--- src/rtl/dut_mailbox_op_if.sv ---
// Address-mapped write/read method bundle shared by the mailbox and its driver.
// The master side issues strobes; the slave side returns data and ready.
interface dut_mailbox_op_if #(
    parameter int DW = 8
);
    logic [2:0]    write_address;
    logic [DW-1:0] write_data;
    logic          write_en;
    logic          write_rdy;
    logic [2:0]    read_address;
    logic          read_en;
    logic [DW-1:0] read_data;
    logic          read_rdy;

    // Handshake: a strobe (write_en/read_en) is taken on the rising edge
    // where it is high; rdy is high whenever the block is out of reset.
    modport master (
        output write_address, write_data, write_en, read_address, read_en,
        input  write_rdy, read_data, read_rdy
    );

    modport slave (
        input  write_address, write_data, write_en, read_address, read_en,
        output write_rdy, read_data, read_rdy
    );
endinterface

--- src/rtl/dut_mailbox_op.sv ---
// Operand mailbox: FIFOs A and B feed a bitwise/add combiner whose results
// queue in FIFO Y; all access goes through an address-mapped write/read port.
module dut_mailbox_op #(
    parameter int DW    = 8,
    parameter int DEPTH = 4
) (
    input logic              CLK,
    input logic              RST_N,
    dut_mailbox_op_if.slave  mb
);
    localparam int PW = $clog2(DEPTH);
    localparam int CW = PW + 1;

    logic [DW-1:0] a_mem [DEPTH];
    logic [DW-1:0] b_mem [DEPTH];
    logic [DW-1:0] y_mem [DEPTH];
    logic [PW-1:0] a_wp, a_rp, b_wp, b_rp, y_wp, y_rp;
    logic [CW-1:0] a_cnt, b_cnt, y_cnt;
    logic [1:0]    op;
    logic [2:0]    err;
    logic [DW-1:0] rd_q, rd_next;

    logic a_full, b_full, y_full, a_empty, b_empty, y_empty;
    logic wr_a, wr_b, wr_op, push_a, push_b;
    logic rd_y, pop_y, rd_err, combine;
    logic [2:0]    err_new;
    logic [DW-1:0] comb_res;

    // All full/empty decisions use the pre-edge occupancy.
    assign a_full  = (a_cnt == CW'(DEPTH));
    assign b_full  = (b_cnt == CW'(DEPTH));
    assign y_full  = (y_cnt == CW'(DEPTH));
    assign a_empty = (a_cnt == '0);
    assign b_empty = (b_cnt == '0);
    assign y_empty = (y_cnt == '0);

    assign wr_a    = mb.write_en && (mb.write_address == 3'd4);
    assign wr_b    = mb.write_en && (mb.write_address == 3'd5);
    assign wr_op   = mb.write_en && (mb.write_address == 3'd6);
    assign push_a  = wr_a && !a_full;
    assign push_b  = wr_b && !b_full;
    assign rd_y    = mb.read_en && (mb.read_address == 3'd3);
    assign pop_y   = rd_y && !y_empty;
    assign rd_err  = mb.read_en && (mb.read_address == 3'd5);
    assign combine = !a_empty && !b_empty && !y_full;
    assign err_new = {rd_y && y_empty, wr_b && b_full, wr_a && a_full};

    always_comb begin
        comb_res = '0;
        case (op)
            2'd0:    comb_res = a_mem[a_rp] | b_mem[b_rp];
            2'd1:    comb_res = a_mem[a_rp] & b_mem[b_rp];
            2'd2:    comb_res = a_mem[a_rp] ^ b_mem[b_rp];
            default: comb_res = a_mem[a_rp] + b_mem[b_rp];
        endcase
    end

    always_comb begin
        rd_next = rd_q;
        if (mb.read_en) begin
            case (mb.read_address)
                3'd0:    rd_next = DW'(!a_full);
                3'd1:    rd_next = DW'(!b_full);
                3'd2:    rd_next = DW'(!y_empty);
                3'd3:    rd_next = y_empty ? '0 : y_mem[y_rp];
                3'd4:    rd_next = DW'(y_cnt);
                3'd5:    rd_next = DW'(err);
                3'd6:    rd_next = DW'(op);
                default: rd_next = '0;
            endcase
        end
    end

    // Storage arrays need no reset: occupancy counters gate every access.
    always_ff @(posedge CLK) begin
        if (push_a)  a_mem[a_wp] <= mb.write_data;
        if (push_b)  b_mem[b_wp] <= mb.write_data;
        if (combine) y_mem[y_wp] <= comb_res;
    end

    always_ff @(posedge CLK or negedge RST_N) begin
        if (!RST_N) begin
            a_wp  <= '0;
            a_rp  <= '0;
            b_wp  <= '0;
            b_rp  <= '0;
            y_wp  <= '0;
            y_rp  <= '0;
            a_cnt <= '0;
            b_cnt <= '0;
            y_cnt <= '0;
            op    <= '0;
            err   <= '0;
            rd_q  <= '0;
        end else begin
            if (push_a)  a_wp <= a_wp + PW'(1);
            if (push_b)  b_wp <= b_wp + PW'(1);
            if (combine) begin
                a_rp <= a_rp + PW'(1);
                b_rp <= b_rp + PW'(1);
                y_wp <= y_wp + PW'(1);
            end
            if (pop_y)   y_rp <= y_rp + PW'(1);
            a_cnt <= a_cnt + CW'(push_a) - CW'(combine);
            b_cnt <= b_cnt + CW'(push_b) - CW'(combine);
            y_cnt <= y_cnt + CW'(combine) - CW'(pop_y);
            if (wr_op)   op <= mb.write_data[1:0];
            // An ERR read clears old bits but never swallows a same-edge event.
            err  <= (rd_err ? 3'b000 : err) | err_new;
            rd_q <= rd_next;
        end
    end

    assign mb.read_data = rd_q;
    assign mb.write_rdy = RST_N;
    assign mb.read_rdy  = RST_N;
endmodule

--- src/flat_wrapper.sv ---
// flat-port wrapper written by rule: the top's interface ports become plain ports
module dut_mailbox_op_flat 
#(
    parameter int DW    = 8,
    parameter int DEPTH = 4
)
  (CLK, RST_N, mb_write_address, mb_write_data, mb_write_en, mb_read_address, mb_read_en, mb_write_rdy, mb_read_data, mb_read_rdy);
  dut_mailbox_op_if #(.DW(DW)) mb_i ();
  input logic CLK;
  input logic RST_N;
  input wire logic [$bits(mb_i.write_address)-1:0] mb_write_address;
  input wire logic [$bits(mb_i.write_data)-1:0] mb_write_data;
  input wire logic [$bits(mb_i.write_en)-1:0] mb_write_en;
  input wire logic [$bits(mb_i.read_address)-1:0] mb_read_address;
  input wire logic [$bits(mb_i.read_en)-1:0] mb_read_en;
  output wire logic [$bits(mb_i.write_rdy)-1:0] mb_write_rdy;
  output wire logic [$bits(mb_i.read_data)-1:0] mb_read_data;
  output wire logic [$bits(mb_i.read_rdy)-1:0] mb_read_rdy;
  assign mb_i.write_address = mb_write_address;
  assign mb_i.write_data = mb_write_data;
  assign mb_i.write_en = mb_write_en;
  assign mb_i.read_address = mb_read_address;
  assign mb_i.read_en = mb_read_en;
  assign mb_write_rdy = mb_i.write_rdy;
  assign mb_read_data = mb_i.read_data;
  assign mb_read_rdy = mb_i.read_rdy;
  dut_mailbox_op #(.DW(DW), .DEPTH(DEPTH)) u_core (.CLK(CLK), .RST_N(RST_N), .mb(mb_i));
endmodule
--- config.mk ---
export PLATFORM = sky130hd
export DESIGN_NAME = dut_mailbox_op_flat
export DESIGN_NICKNAME = d
export VERILOG_FILES = /design/src/rtl/dut_mailbox_op_if.sv /design/src/rtl/dut_mailbox_op.sv /design/src/flat_wrapper.sv
export SDC_FILE = /design/constraint.sdc
export NUM_CORES = 1
export LEC_CHECK = 0
export CAP_MARGIN = 20
export CELL_PAD_IN_SITES_DETAIL_PLACEMENT = 0
export CELL_PAD_IN_SITES_GLOBAL_PLACEMENT = 2
export CORE_MARGIN = 2
export CORE_UTILIZATION = 48
export CTS_CLUSTER_SIZE = 40
export DETAILED_ROUTE_END_ITERATION = 16
export PLACE_DENSITY = 0.92
export RECOVER_POWER = 50
export SLEW_MARGIN = 20
export SYNTH_ARGS = -nofsm -noshare
export SYNTH_HDL_FRONTEND = slang
export SYNTH_SLANG_ARGS = --single-unit
--- constraint.sdc ---
create_clock -name CLK -period 5.17 [get_ports CLK]
set_clock_uncertainty 0.05 [all_clocks]
set_input_delay 1.034 -clock CLK [delete_from_list [all_inputs] [get_ports CLK]]
set_output_delay 1.034 -clock CLK [all_outputs]
set_load 0.005 [all_outputs]
== Yosys cells after proc, flatten, opt, wreduce, memory -nomap -nowiden ==
Memories as Yosys holds them, arrays and structs flattened.
Cells that the tools add are included.
Storage, ports and cells
  register bits: 34
  bits in latches: 0
  memory bits (writable): 96
  bits in read-only memories: 0
  input bits: 18
  logic and storage cells: 80
  memories: 3
Operators by class
  add/subtract/negate cells: 13
  multiply operators: 0
  div/mod/pow operators: 0
  $lt $le $gt $ge: 0
  equal/unequal tests: 14
  shift-type cells: 0
  mux-type cells: 10
  bitwise logic cells: 4
  reduce and logical (&&, ||, !) cells: 24
Memories
  u_core.a_mem: depth 4, width 8, rd ports 1, clocked after memory_dff 0, wr ports 1, RTL line dut_mailbox_op.sv:14  | logic [DW-1:0] a_mem [DEPTH];
  u_core.b_mem: depth 4, width 8, rd ports 1, clocked after memory_dff 0, wr ports 1, RTL line dut_mailbox_op.sv:15  | logic [DW-1:0] b_mem [DEPTH];
  u_core.y_mem: depth 4, width 8, rd ports 1, clocked after memory_dff 0, wr ports 1, RTL line dut_mailbox_op.sv:16  | logic [DW-1:0] y_mem [DEPTH];
Operators with widths (number)
  8-bit case mux with 7 select lines: 1
  3-bit equality test, second input constant: 9
  8-bit case mux with 3 select lines: 1
  1-bit logical AND: 13
  2-bit by 1-bit adder with 2-bit output, second input constant: 6
  3-bit zero test: 4
  3-bit by 1-bit adder with 3-bit output: 3
  3-bit by 1-bit subtractor with 3-bit output: 3
  8-bit adder: 1
  8-bit AND: 1
  8-bit two-way mux: 1
  8-bit OR: 1
  8-bit XOR: 1
  3-bit by 2-bit equality test with 1-bit output, second input constant: 2
  1-bit zero test: 6
  1-bit two-way mux: 6
  3-bit by 1-bit equality test with 1-bit output, second input constant: 1
  3-bit two-way mux: 1
  3-bit OR: 1
  2-bit by 1-bit equality test with 1-bit output, second input constant: 1
  2-bit equality test, second input constant: 1
  2-bit zero test: 1

== Depth between registers and ports, before layout ==
  depth after elaboration: 6
  depth in mapped cells: 10

== Worst setup path after synthesis ==
OpenSTA, ideal clock, no wires.
  path kind: input -> register
  start: in mb_read_address[1]
  end: reg u_core.y_cnt[2]
  arrival: 2.762 ns
  data required time: 4.992 ns
  setup slack: 2.230 ns
  cell stages on the path: 10
  path buffers: 1
  cells stage by stage: buf_2 > nand2_1 > nor3_4 > nand2_2 > inv_1 > ha_1 > nand2b_1 > fa_1 > xnor2_1 > xnor2_1
Between the ends
  word-level cells in the longest chain between the ends: 4
RTL lines
  from (decl): RTL line flat_wrapper.sv:14  | input wire logic [$bits(mb_i.read_address)-1:0] mb_read_address;
  3-bit by 2-bit equality test with 1-bit output: RTL line dut_mailbox_op.sv:42  | assign rd_y = mb.read_en && (mb.read_address == 3'd3);
  1-bit logical AND: RTL line dut_mailbox_op.sv:42
  1-bit logical AND: RTL line dut_mailbox_op.sv:43  | assign pop_y = rd_y && !y_empty;
  net u_core.pop_y: RTL line dut_mailbox_op.sv:25  | logic rd_y, pop_y, rd_err, combine;
  3-bit by 1-bit subtractor with 3-bit output: RTL line dut_mailbox_op.sv:106  | y_cnt <= y_cnt + CW'(combine) - CW'(pop_y);
  to (signal assigned): RTL line dut_mailbox_op.sv:106
  to (decl): RTL line dut_mailbox_op.sv:18  | logic [CW-1:0] a_cnt, b_cnt, y_cnt;
The timed path passes the listed nets, and every way through them passes these cells.
A chain may end at the register's enable or synchronous reset.

== Worst setup path after layout ==
Same ends and word-level chain as after synthesis.

==> reports/qor.yml <==
outcome:
  status: "complete, but fails checks"
  violations: "capacitance limit, slew limit"
timing:
  timing.fmax_ghz: 0.260
  maxSlewHeadroom: -0.412
  report.final.slew_viol_count: 16
  hold_ws_ps: 465
  setup_tns_ps: 0
  min_period_ps: 3840
  hold_viol_final: 0
  setup_violations: 0
  timing.final.crit_share: 0.743
  rsz0062_at_grt: "no"
  tightest_slew_ps: 2110
power:
  comb_power_share: 0.315
  power.density_mw_per_mm2: 603
  ir_drop_mv: 0.397
  leakagePower_uw: 0.00264
  switching_share: 0.329
  p_seq_frac: 0.399
  p_int_uw: 2850
  p_clk_frac: 0.286
  p_sw_uw: 1400
yosys:
  synth_nets: 462
  yosys.area.top_type_share: 0.474
  synth-adder-area-share: 0.0790
  synth_top_family_by_area: "multiplexers"
  synth.distinct_cells: 59
  netlist_top_cells_count: "edfxtp_1 (96), inv_1 (42), dfrtp_1 (34)"
  yosysTopAreaCell: "edfxtp_1"
  synthTopCellsByArea: "edfxtp_1 (47%), dfrtp_1 (14%), mux4_2 (9.6%)"
  synth_simple_gate_area_share: 0.0729
  async_reset_ff_frac: 0.262
  synth_warnings: 0
  synthesis.area_mm2: 0.00608
  synthCells: 408
  syn_avg_cell_area_um2: 14.9
  synth_compound_area_frac: 0.0593
  synthMuxAreaShare: 0.105
  synthFlopType: "edfxtp_1"
  synth_xor_area_frac: 0.0270
  ys_seq_area_frac: 0.614
  synth-seq-cells: 130
  yosysMostFrequentCell: "edfxtp_1"
  synth_edf_count: 96
die:
  io-pin-count: 28
  dieArea_mm2: 0.0136
  die_width_um: 117
  core_mm2: 0.0125
  start_util: 0.486
  row_count: 41
  die_height_um: 117
clock_network:
  cts_max_level: 4
  cts_sinks: 130
  worst_skew_pair.late_latency_ps: 420
  cts-root-buf: "clkbuf_16"
  cts.hold.buffers_added: 0
  numCtsBuffers: 17
  cts.path.max_buffers: 2
  cts_tree: "done"
  cts_resized: 0
  cts.reportedPaths.clkPinSlew_ps: 60
  post_cts_buffers: 0
setup_path:
  cp.required_ps: 5420
  rrSetupSlack_ps: 1400
  arrival_ps: 4090
  startpoint_type: "input port"
  reg2reg_depth: 9
  worstPathMaxFanout: 11
  worst-setup-path-type: "input port to flop"
  r2r_end: "u_core.b_cnt[2]$_DFF_PN0_"
  worstReg2RegStart: "u_core.y_cnt[1]$_DFF_PN0_"
  end_kind: "flop"
min_path:
  min_from: "u_core.err[0]$_DFF_PN0_"
  min_to: "u_core.err[0]$_DFF_PN0_"
  hp-class: "flop to flop"
  holdPathStages: 1
route:
  routed_wl_um: 9900
  via_per_inst: 5.11
  dr.max_layer_used: "met4"
  wl_met3_um: 354
  num_vias: 3186
  wl_met2_um: 5000
  met1_length_um: 4420
  antenna_left: 0
  post-route-drc-count: 0
  first_iter_violations: 138
  wire_per_inst_um: 15.9
  first_pass_iters: 4
grt:
  antenna_found_initial: 0
  grt_pass1_wl_um: 16900
  gr-total-overflow: 0
  first_global_vias: 3260
  grt_usage: 0.170
  grt_max_degree: 37
job:
  maxCapViolCount: 1
place:
  place_congestion: 0.762
  dpl.hpwl_um: 6960
  io_buffer_count: 27
finish:
  synthToLayoutAreaGrowth_pct: 15.8
  diodes: 0
  fin_nets: 492
  final.fill_count: 1040
  drive_above_1_share: 0.153
-- how the worst max path moves through the flow --
| stage | to | startpoint | depth (start not counted) |
|---|---|---|---|
| finish | u_core.y_cnt[2]$_DFF_PN0_ | mb_read_address[1] | 10 |
| global route | u_core.b_cnt[2]$_DFF_PN0_ | u_core.y_cnt[1]$_DFF_PN0_ | 9 |
| CTS | u_core.y_cnt[2]$_DFF_PN0_ | mb_read_address[1] | 10 |
| detailed placement | u_core.y_cnt[2]$_DFF_PN0_ | mb_read_address[1] | 10 |
| global placement | u_core.y_cnt[2]$_DFF_PN0_ | mb_read_address[1] | 10 |
| floorplan | u_core.y_cnt[2]$_DFF_PN0_ | mb_read_address[1] | 10 |
-- layout by cell type, fill, tap and decap left out, types with 2 or more instances in the layout --
| cell | synthesis | final |
|---|---|---|
| and2_1 | 12 | 10 |
| nor3b_1 | 3 | 3 |
| ha_1 | 32 | 32 |
| o21ai_1 | 15 | 7 |
| and2_0 | 0 | 2 |
| o22ai_1 | 2 | 2 |
| a31oi_1 | 2 | 2 |
| inv_2 | 2 | 2 |
| dlygate4sd3_1 | 0 | 12 |
| o2bb2ai_1 | 2 | 2 |
| a22oi_1 | 2 | 2 |
| clkbuf_16 | 0 | 17 |
| xnor2_1 | 13 | 13 |
| and3_1 | 2 | 2 |
| xor2_2 | 2 | 2 |
| nand2_1 | 21 | 21 |
| or3_1 | 2 | 2 |
| mux2i_1 | 3 | 3 |
| nand3_1 | 10 | 10 |
| dfrtp_1 | 34 | 34 |
| a21o_1 | 2 | 2 |
| mux4_2 | 26 | 26 |
| inv_8 | 0 | 3 |
| clkdlybuf4s50_1 | 0 | 14 |
| a21oi_1 | 11 | 11 |
| xor2_1 | 2 | 2 |
| nor3_1 | 4 | 5 |
| a211oi_1 | 1 | 2 |
| edfxtp_1 | 96 | 96 |
| nor2b_1 | 3 | 3 |
| inv_6 | 0 | 4 |
| clkinv_4 | 0 | 3 |
| fa_1 | 4 | 4 |
| o21ai_0 | 4 | 12 |
| inv_1 | 42 | 42 |
| nor2_1 | 9 | 10 |
| bufinv_16 | 0 | 2 |
| o211ai_1 | 3 | 3 |
| mux2_1 | 2 | 2 |
-- through the flow --
stage / utilization / power [uW] / setup slack (ps) / instance area (um2) / std cells
CTS: 0.566 / 4330 / 1850 / 7080 / 623
global route: 0.562 / 4560 / 1080 / 7040 / 623
detailed placement: 0.517 / 3090 / 1460 / 6470 / 591
finish: 0.562 / 4240 / 1330 / 7040 / 623
floorplan: - / 2770 / 2230 / 6080 / 408
global placement: 0.517 / 3030 / 1520 / 6470 / 591
-- power groups by stage --
stage               Sequential, uW  Combinational, uW  Clock, uW
detailed placement            1730               1360          0
global placement              1710               1320          0
CTS                           1710               1380       1240
finish                        1690               1340       1210
floorplan                     1570               1200          0
global route                  1740               1540       1280
-- routing by layer --
layer | up-vias | global-route usage
li1 | 1566 | -
met4 | 0 | 0.0541
met5 | - | 0
met1 | 1550 | 0.214
met2 | 58 | 0.277
met3 | 12 | 0.0638
-- cell families (layout without fill, tap and decap cells) --
family,count (synthesis),count (layout)
AOI/OAI and AO/OA,55,55
xor gates and xnor gates,17,17
adders and majority gates,36,36
buffers and inverters,61,104
DFF,130,130
muxes,31,31
and+or+nand+nor,78,78
-- cell type report --
type	instances	area, um2	area share
Clock inverter	14	168	0.0238
Inverter	44	165	0.0235
Tap cell	172	215	0.0306
Sequential cell	130	3730	0.530
Multi-Input combinational cell	217	2040	0.290
Clock buffer	18	439	0.0624
Timing Repair Buffer	28	273	0.0388
-- registers in the layout, summed over array words and instances (netlist names) --
| register | flops |
|---|---|
| u_core.y_wp | 2 |
| u_core.y_cnt | 3 |
| u_core.a_wp | 2 |
| u_core.a_cnt | 3 |
| u_core.y_mem | 32 |
| u_core.b_wp | 2 |
| u_core.a_rp | 2 |
| u_core.op | 2 |
| u_core.b_mem | 32 |
| u_core.mb.read_data | 8 |
| u_core.err | 3 |
| u_core.b_rp | 2 |
| u_core.b_cnt | 3 |
| u_core.a_mem | 32 |
| u_core.y_rp | 2 |
-- critical path, stage by stage --
cell,delay [ps]
dlygate4sd3_1,770
nand2_1,100
nor3_1,780
nand2_2,140
inv_1,90
ha_1,240
nand2b_1,180
fa_1,480
xnor2_1,150
xnor2_1,130
No activity file was read; power rests on OpenSTA's default activity.
